## src/rtl/sevenseg_pkg.sv

```systemverilog
// Shared seven-segment encode/decode tables.
// Used by both the display driver and the bus decoder.
package sevenseg_pkg;

    typedef logic [3:0] digit_t;
    typedef logic [6:0] seg_t;

    localparam seg_t SEG_0     = 7'h3F;
    localparam seg_t SEG_1     = 7'h06;
    localparam seg_t SEG_2     = 7'h5B;
    localparam seg_t SEG_3     = 7'h4F;
    localparam seg_t SEG_4     = 7'h66;
    localparam seg_t SEG_5     = 7'h6D;
    localparam seg_t SEG_6     = 7'h7D;
    localparam seg_t SEG_7     = 7'h07;
    localparam seg_t SEG_8     = 7'h7F;
    localparam seg_t SEG_9     = 7'h6F;
    localparam seg_t SEG_BLANK = 7'h00;

    localparam digit_t DIGIT_BLANK = 4'hF;
    localparam digit_t DIGIT_ERR   = 4'hE;

    function automatic digit_t seg_to_digit(input seg_t seg);
        digit_t d;
        case (seg)
            SEG_0:     d = 4'd0;
            SEG_1:     d = 4'd1;
            SEG_2:     d = 4'd2;
            SEG_3:     d = 4'd3;
            SEG_4:     d = 4'd4;
            SEG_5:     d = 4'd5;
            SEG_6:     d = 4'd6;
            SEG_7:     d = 4'd7;
            SEG_8:     d = 4'd8;
            SEG_9:     d = 4'd9;
            SEG_BLANK: d = DIGIT_BLANK;
            default:   d = DIGIT_ERR;
        endcase
        return d;
    endfunction

endpackage

```

## src/rtl/sevenseg_mux_decoder_if.sv

```systemverilog
// Display bus in, recovered digits and event pulses out.
// slave = decoder side, master = bus source / observer.
interface sevenseg_mux_decoder_if;
    logic [7:0] seg_in;
    logic [3:0] tens_o;
    logic [3:0] ones_o;
    logic       frame_valid;
    logic       changed;
    logic       seg_err;

    modport slave (
        input  seg_in,
        output tens_o, ones_o, frame_valid, changed, seg_err
    );

    modport master (
        output seg_in,
        input  tens_o, ones_o, frame_valid, changed, seg_err
    );
endinterface

```

## src/rtl/sevenseg_mux_decoder_phase_capture.sv

```systemverilog
// Samples the display bus and emits one capture per stable phase.
// Capture data refers to s_prev, whose run length run_len tracks.
module sevenseg_phase_capture #(
    parameter int STABLE_CYCLES = 2,
    parameter int CNT_W         = 4
) (
    input  logic       clk,
    input  logic       reset,
    input  logic [7:0] seg_in,
    output logic       cap_pulse,
    output logic       cap_sel,
    output logic [6:0] cap_seg,
    output logic       phase_miss
);
    localparam logic [CNT_W-1:0] RUN_MAX = CNT_W'(STABLE_CYCLES);

    logic [7:0]       s_q, s_d;
    logic [7:0]       s_prev_q, s_prev_d;
    logic [CNT_W-1:0] run_len_q, run_len_d;
    logic             captured_q, captured_d;
    logic             sel_flip;

    // Run-length tracking, phase boundary and capture decision.
    always_comb begin
        s_d        = seg_in;
        s_prev_d   = s_q;
        sel_flip   = s_q[7] ^ s_prev_q[7];
        cap_pulse  = (run_len_q == RUN_MAX) && !captured_q;
        phase_miss = sel_flip && !captured_q && !cap_pulse;
        cap_sel    = s_prev_q[7];
        cap_seg    = s_prev_q[6:0];
        if (s_q != s_prev_q)
            run_len_d = CNT_W'(1);
        else if (run_len_q < RUN_MAX)
            run_len_d = run_len_q + CNT_W'(1);
        else
            run_len_d = RUN_MAX;
        if (sel_flip)
            captured_d = 1'b0;
        else if (cap_pulse)
            captured_d = 1'b1;
        else
            captured_d = captured_q;
    end

    // Sampling and run-state registers.
    always_ff @(posedge clk or posedge reset) begin
        if (reset) begin
            s_q        <= 8'h00;
            s_prev_q   <= 8'h00;
            run_len_q  <= '0;
            captured_q <= 1'b0;
        end else begin
            s_q        <= s_d;
            s_prev_q   <= s_prev_d;
            run_len_q  <= run_len_d;
            captured_q <= captured_d;
        end
    end

endmodule

```

## src/rtl/sevenseg_mux_decoder.sv

```systemverilog
// Recovers tens/ones digits from the multiplexed display bus.
// Pairs a tens capture with the following ones capture into a frame.
module sevenseg_mux_decoder
    import sevenseg_pkg::*;
#(
    parameter int STABLE_CYCLES = 2,
    parameter int CNT_W         = 4
) (
    input logic                  clk,
    input logic                  reset,
    sevenseg_mux_decoder_if.slave bus
);
    logic       cap_pulse;
    logic       cap_sel;
    logic [6:0] cap_seg;
    logic       phase_miss;
    digit_t     code;

    digit_t tens_q, tens_d;
    digit_t ones_q, ones_d;
    digit_t shadow_q, shadow_d;
    logic   pending_q, pending_d;
    logic   frame_q, frame_d;
    logic   changed_q, changed_d;
    logic   err_q, err_d;

    sevenseg_phase_capture #(
        .STABLE_CYCLES (STABLE_CYCLES),
        .CNT_W         (CNT_W)
    ) u_cap (
        .clk        (clk),
        .reset      (reset),
        .seg_in     (bus.seg_in),
        .cap_pulse  (cap_pulse),
        .cap_sel    (cap_sel),
        .cap_seg    (cap_seg),
        .phase_miss (phase_miss)
    );

    // Frame sequencer: hold tens, publish on the matching ones.
    always_comb begin
        code      = seg_to_digit(cap_seg);
        tens_d    = tens_q;
        ones_d    = ones_q;
        shadow_d  = shadow_q;
        pending_d = pending_q;
        frame_d   = 1'b0;
        changed_d = 1'b0;
        err_d     = 1'b0;
        if (cap_pulse) begin
            err_d = (code == DIGIT_ERR);
            if (cap_sel) begin
                shadow_d  = code;
                pending_d = 1'b1;
            end else if (pending_q) begin
                tens_d    = shadow_q;
                ones_d    = code;
                frame_d   = 1'b1;
                changed_d = (shadow_q != tens_q) || (code != ones_q);
                pending_d = 1'b0;
            end
        end else if (phase_miss) begin
            pending_d = 1'b0;
        end
    end

    // Registered outputs and sequencer state.
    always_ff @(posedge clk or posedge reset) begin
        if (reset) begin
            tens_q    <= DIGIT_BLANK;
            ones_q    <= DIGIT_BLANK;
            shadow_q  <= DIGIT_BLANK;
            pending_q <= 1'b0;
            frame_q   <= 1'b0;
            changed_q <= 1'b0;
            err_q     <= 1'b0;
        end else begin
            tens_q    <= tens_d;
            ones_q    <= ones_d;
            shadow_q  <= shadow_d;
            pending_q <= pending_d;
            frame_q   <= frame_d;
            changed_q <= changed_d;
            err_q     <= err_d;
        end
    end

    assign bus.tens_o      = tens_q;
    assign bus.ones_o      = ones_q;
    assign bus.frame_valid = frame_q;
    assign bus.changed     = changed_q;
    assign bus.seg_err     = err_q;

endmodule
```

## src/flat_wrapper.sv

```systemverilog
// flat-port wrapper written by rule: the top's interface ports become plain ports
module sevenseg_mux_decoder_flat import sevenseg_pkg::*;
#(
    parameter int STABLE_CYCLES = 2,
    parameter int CNT_W         = 4
)
  (clk, reset, bus_seg_in, bus_tens_o, bus_ones_o, bus_frame_valid, bus_changed, bus_seg_err);
  sevenseg_mux_decoder_if bus_i ();
  input logic clk;
  input logic reset;
  input wire logic [$bits(bus_i.seg_in)-1:0] bus_seg_in;
  output wire logic [$bits(bus_i.tens_o)-1:0] bus_tens_o;
  output wire logic [$bits(bus_i.ones_o)-1:0] bus_ones_o;
  output wire logic [$bits(bus_i.frame_valid)-1:0] bus_frame_valid;
  output wire logic [$bits(bus_i.changed)-1:0] bus_changed;
  output wire logic [$bits(bus_i.seg_err)-1:0] bus_seg_err;
  assign bus_i.seg_in = bus_seg_in;
  assign bus_tens_o = bus_i.tens_o;
  assign bus_ones_o = bus_i.ones_o;
  assign bus_frame_valid = bus_i.frame_valid;
  assign bus_changed = bus_i.changed;
  assign bus_seg_err = bus_i.seg_err;
  sevenseg_mux_decoder #(.STABLE_CYCLES(STABLE_CYCLES), .CNT_W(CNT_W)) u_core (.clk(clk), .reset(reset), .bus(bus_i));
endmodule
```

## config.mk

```make
export PLATFORM = sky130hd
export DESIGN_NAME = sevenseg_mux_decoder_flat
export DESIGN_NICKNAME = d
export VERILOG_FILES = /design/src/rtl/sevenseg_pkg.sv /design/src/rtl/sevenseg_mux_decoder_if.sv /design/src/rtl/sevenseg_mux_decoder_phase_capture.sv /design/src/rtl/sevenseg_mux_decoder.sv /design/src/flat_wrapper.sv
export SDC_FILE = /design/constraint.sdc
export NUM_CORES = 1
export LEC_CHECK = 0
export ABC_AREA = 1
export CAP_MARGIN = 40
export CORE_MARGIN = 5
export CORE_UTILIZATION = 45
export CTS_CLUSTER_DIAMETER = 60
export DETAILED_ROUTE_END_ITERATION = 10
export GPL_TIMING_DRIVEN = 0
export PLACE_DENSITY_LB_ADDON = 0.3
export SETUP_SLACK_MARGIN = 0.3
export SYNTH_ARGS = -nofsm -noshare
export SYNTH_HDL_FRONTEND = slang
export SYNTH_SLANG_ARGS = --single-unit
```

## constraint.sdc

```tcl
create_clock -name clk -period 2.6 [get_ports clk]
set_clock_uncertainty 0.15 [all_clocks]
set_input_delay 0.52 -clock clk [delete_from_list [all_inputs] [get_ports clk]]
set_output_delay 0.52 -clock clk [all_outputs]
set_load 0.03 [all_outputs]
```

==> flow_metrics.py <==
metrics = {
    "outcome": {
        "status": "finished clean",
    },
    "cts": {
        "cts_tree": "yes",
        "cts_setup_buffers": 0,
        "clk_latency_ps": 290,
        "root_buffer": "clkbuf_8",
        "clock_sinks": 37,
        "cts_buffers": 5,
        "hold_buffers": 0,
        "cts-resized-gates": 0,
        "htreeDepth": 2,
        "clk_path_buf_depth": 2,
        "clk_pin_slew_ps": 80,
    },
    "critical_path": {
        "slowest_stage": "clkdlybuf4s50_1",
        "crit_fanout": 3,
        "path_buf_inv": 1,
        "critPathCaptureType": "output pin",
        "crit_type": "flip-flop to output pin",
        "arrival_ps": 1520,
        "worst_setup_path_start_kind": "flip-flop",
        "critPathMaxStageDelay_ps": 670,
        "critPathRequiredTime_ps": 1930,
        "path_delay_family": "buffers and inverters",
        "crit_chain": "clkdlybuf4s50_1",
    },
    "die": {
        "dieArea_um2": 5100,
        "die_x_um": 71.4,
        "io_pins": 21,
        "rows": 22,
        "core-area_um2": 3660,
        "initial_core_util_pct": 46.4,
        "die_y_um": 71.4,
    },
    "power_and_ir_drop": {
        "peakVddDrop_mv": 0.480,
        "p_leak_uw": 0.00101,
        "p_per_area_nw_per_um2": 595,
        "power_uw": 1260,
        "clkPwrFrac_pct": 46.2,
        "pwr-share-seq_pct": 47.8,
        "switchingPower_uw": 256,
        "power.internal_uw": 1010,
        "sw_frac_of_total_pct": 20.3,
        "p_comb_share_pct": 6.0,
    },
    "logic_synthesis": {
        "synth_area_um2": 1700,
        "ys_ff_latch": 37,
        "ys_types": 25,
        "syn_inst": 189,
        "synth-async-reset-ratio_pct": 100,
        "yosysTopAreaCellShare_pct": 36.8,
        "ys_warn_count": 0,
        "avgSynthCellArea_um2": 8.98,
        "synth_edf_count": 0,
        "synthTopCellsByCount": "nand2_1, dfrtp_1, inv_1",
        "ys_seq_area_share_pct": 55.4,
        "synth.most_common_cell": "nand2_1",
        "synth.area.top_cells": "dfrtp_1, dfstp_2, nand2_1",
        "synthFlopType": "dfrtp_1",
        "synth.net_count": 201,
        "synth_top_area_cell": "dfrtp_1",
    },
    "finish": {
        "finish.utilization_pct": 57.9,
        "fillers": 330,
        "finalNetCount": 229,
        "antennaDiodeCount": 0,
        "drive_gt1_share_pct": 16.5,
        "area_growth_pct": 24.8,
    },
    "placement": {
        "gp_congestion": 0.824,
        "io_buffers": 20,
        "place_hpwl_um": 2180,
    },
    "sta": {
        "max_freq_ghz": 0.458,
        "fin_crit_ps": 2190,
        "timing.hold.ws_ps": 237,
        "hold_viol": 0,
        "rsz0062_at_grt": "false",
        "setup_tns_ps": 0,
        "setup_violations": 0,
        "slew_headroom_pct": 49.6,
        "drv_slew": 0,
        "finalCritPeriodShare_pct": 84.1,
        "max_slew.worst_pin.slew_ps": 755,
    },
    "global_routing": {
        "grt_pass1_vias": 1182,
        "grt_antenna_before_repair": 0,
        "grt_use_total_pct": 12.4,
        "grt_max_degree": 20,
        "grt-ovfl-total": 0,
        "grt_pass1_wl_um": 5000,
    },
    "routing": {
        "viasPerCell": 4.64,
        "drc": 0,
        "drt_iter0_markers": 38,
        "antenna_left": 0,
        "wirelength_um": 2790,
        "via_count": 1235,
        "post_drt_wl_per_cell_um": 10.5,
        "drt_pre_antenna_iters": 4,
    },
    "hold_path": {
        "hold_path.class": "flip-flop to flip-flop",
    },
    "job": {
        "maxCapViolCount": 0,
    },
}
power by group through the flow:
| stage | Clock (uW) | Combinational (uW) | Sequential (uW) |
|---|---|---|---|
| floorplan | 0 | 48.6 | 611 |
| global placement | 0 | 70.5 | 614 |
| detailed placement | 0 | 76.5 | 614 |
| CTS | 597 | 76.9 | 603 |
| global route | 618 | 86.5 | 606 |
| finish | 583 | 75.1 | 603 |
final cells by class:
class,instances,area (um2),share of cell area [%]
sequential,37,941,44.4
buffer,1,7.51,0.354
multi-input combinational,124,648,30.6
inverter,27,101,4.78
timing repair buffer,21,228,10.7
clock buffer,5,68.8,3.25
clock inverter,3,65.1,3.07
tap,48,60.1,2.83
cells by family (layout without fill, tap and decap cells):
kind of cell / count (synthesis) / count (layout) / synth area share [%]
buf+inv: 28 / 57 / 6.41
other cells: 1 / 1 / 0.221
compound gates: 19 / 19 / 5.82
simple gates: 89 / 89 / 23.9
xor+xnor: 13 / 13 / 6.71
fa+ha+maj: 2 / 2 / 1.47
flops: 37 / 37 / 55.4
path summary, 6_finish.rpt:
kind	start	endpoint	slack, ps	cells after the start
worst min register to register	u_core.u_cap.s_prev_d[5]	u_core.u_cap.s_prev_q[5]	240	0
worst max-delay path	u_core.bus.tens_o[1]	bus_tens_o[1]	410	1
worst max register to register	u_core.u_cap.run_len_q[0]	u_core.bus.tens_o[0]	710	6
max in group asynchronous	reset	u_core.bus.ones_o[3]	1170	3
worst min-delay path	u_core.u_cap.s_prev_d[5]	u_core.u_cap.s_prev_q[5]	240	0
min in group asynchronous	reset	u_core.bus.frame_valid	510	2
state kept, by name (all words and copies together), names as in the netlist:
signal	cells
u_core.u_cap.s_prev_d	8
u_core.u_cap.s_prev_q	8
u_core.bus.ones_o	4
u_core.bus.tens_o	4
u_core.shadow_q	4
u_core.u_cap.run_len_q	4
u_core.bus.changed	1
u_core.bus.frame_valid	1
u_core.bus.seg_err	1
u_core.pending_q	1
u_core.u_cap.captured_q	1
cells in the final DEF, fill, tap and decap left out, types with 2 or more instances in the layout:
| master | instances |
|---|---|
| bufinv_16 | 2 |
| ha_1 | 2 |
| dfrtp_1 | 25 |
| nand2_2 | 3 |
| nor4_1 | 2 |
| nand2_1 | 45 |
| clkdlybuf4s50_1 | 20 |
| inv_1 | 23 |
| nor2_1 | 22 |
| nand3_2 | 2 |
| a21oi_1 | 4 |
| dfstp_2 | 12 |
| xnor2_1 | 3 |
| nand2_4 | 2 |
| nand3_1 | 6 |
| xor2_1 | 10 |
| clkbuf_8 | 5 |
| inv_2 | 4 |
| o21ai_0 | 13 |
| nand4_1 | 3 |
per-stage QoR:
| step | cell area [um2] | setup slack [ps] | instances |
|---|---|---|---|
| 2_1_floorplan | 1700 | 1050 | 189 |
| 3_3_place_gp | 1960 | 336 | 257 |
| 3_5_place_dp | 1990 | 722 | 258 |
| 4_1_cts | 2120 | 403 | 266 |
| 5_1_grt | 2120 | 379 | 266 |
| 6_report | 2120 | 414 | 266 |
routing by layer:
metal	vias to the layer above	GRT usage [%]	part of all wire, %
met3	5	4.49	5.6
met2	22	21.2	47
met1	566	14.1	45
met5	-	0	0
met4	0	5.01	1.7
li1	642	-	-
(Power assumes the default switching activity.)
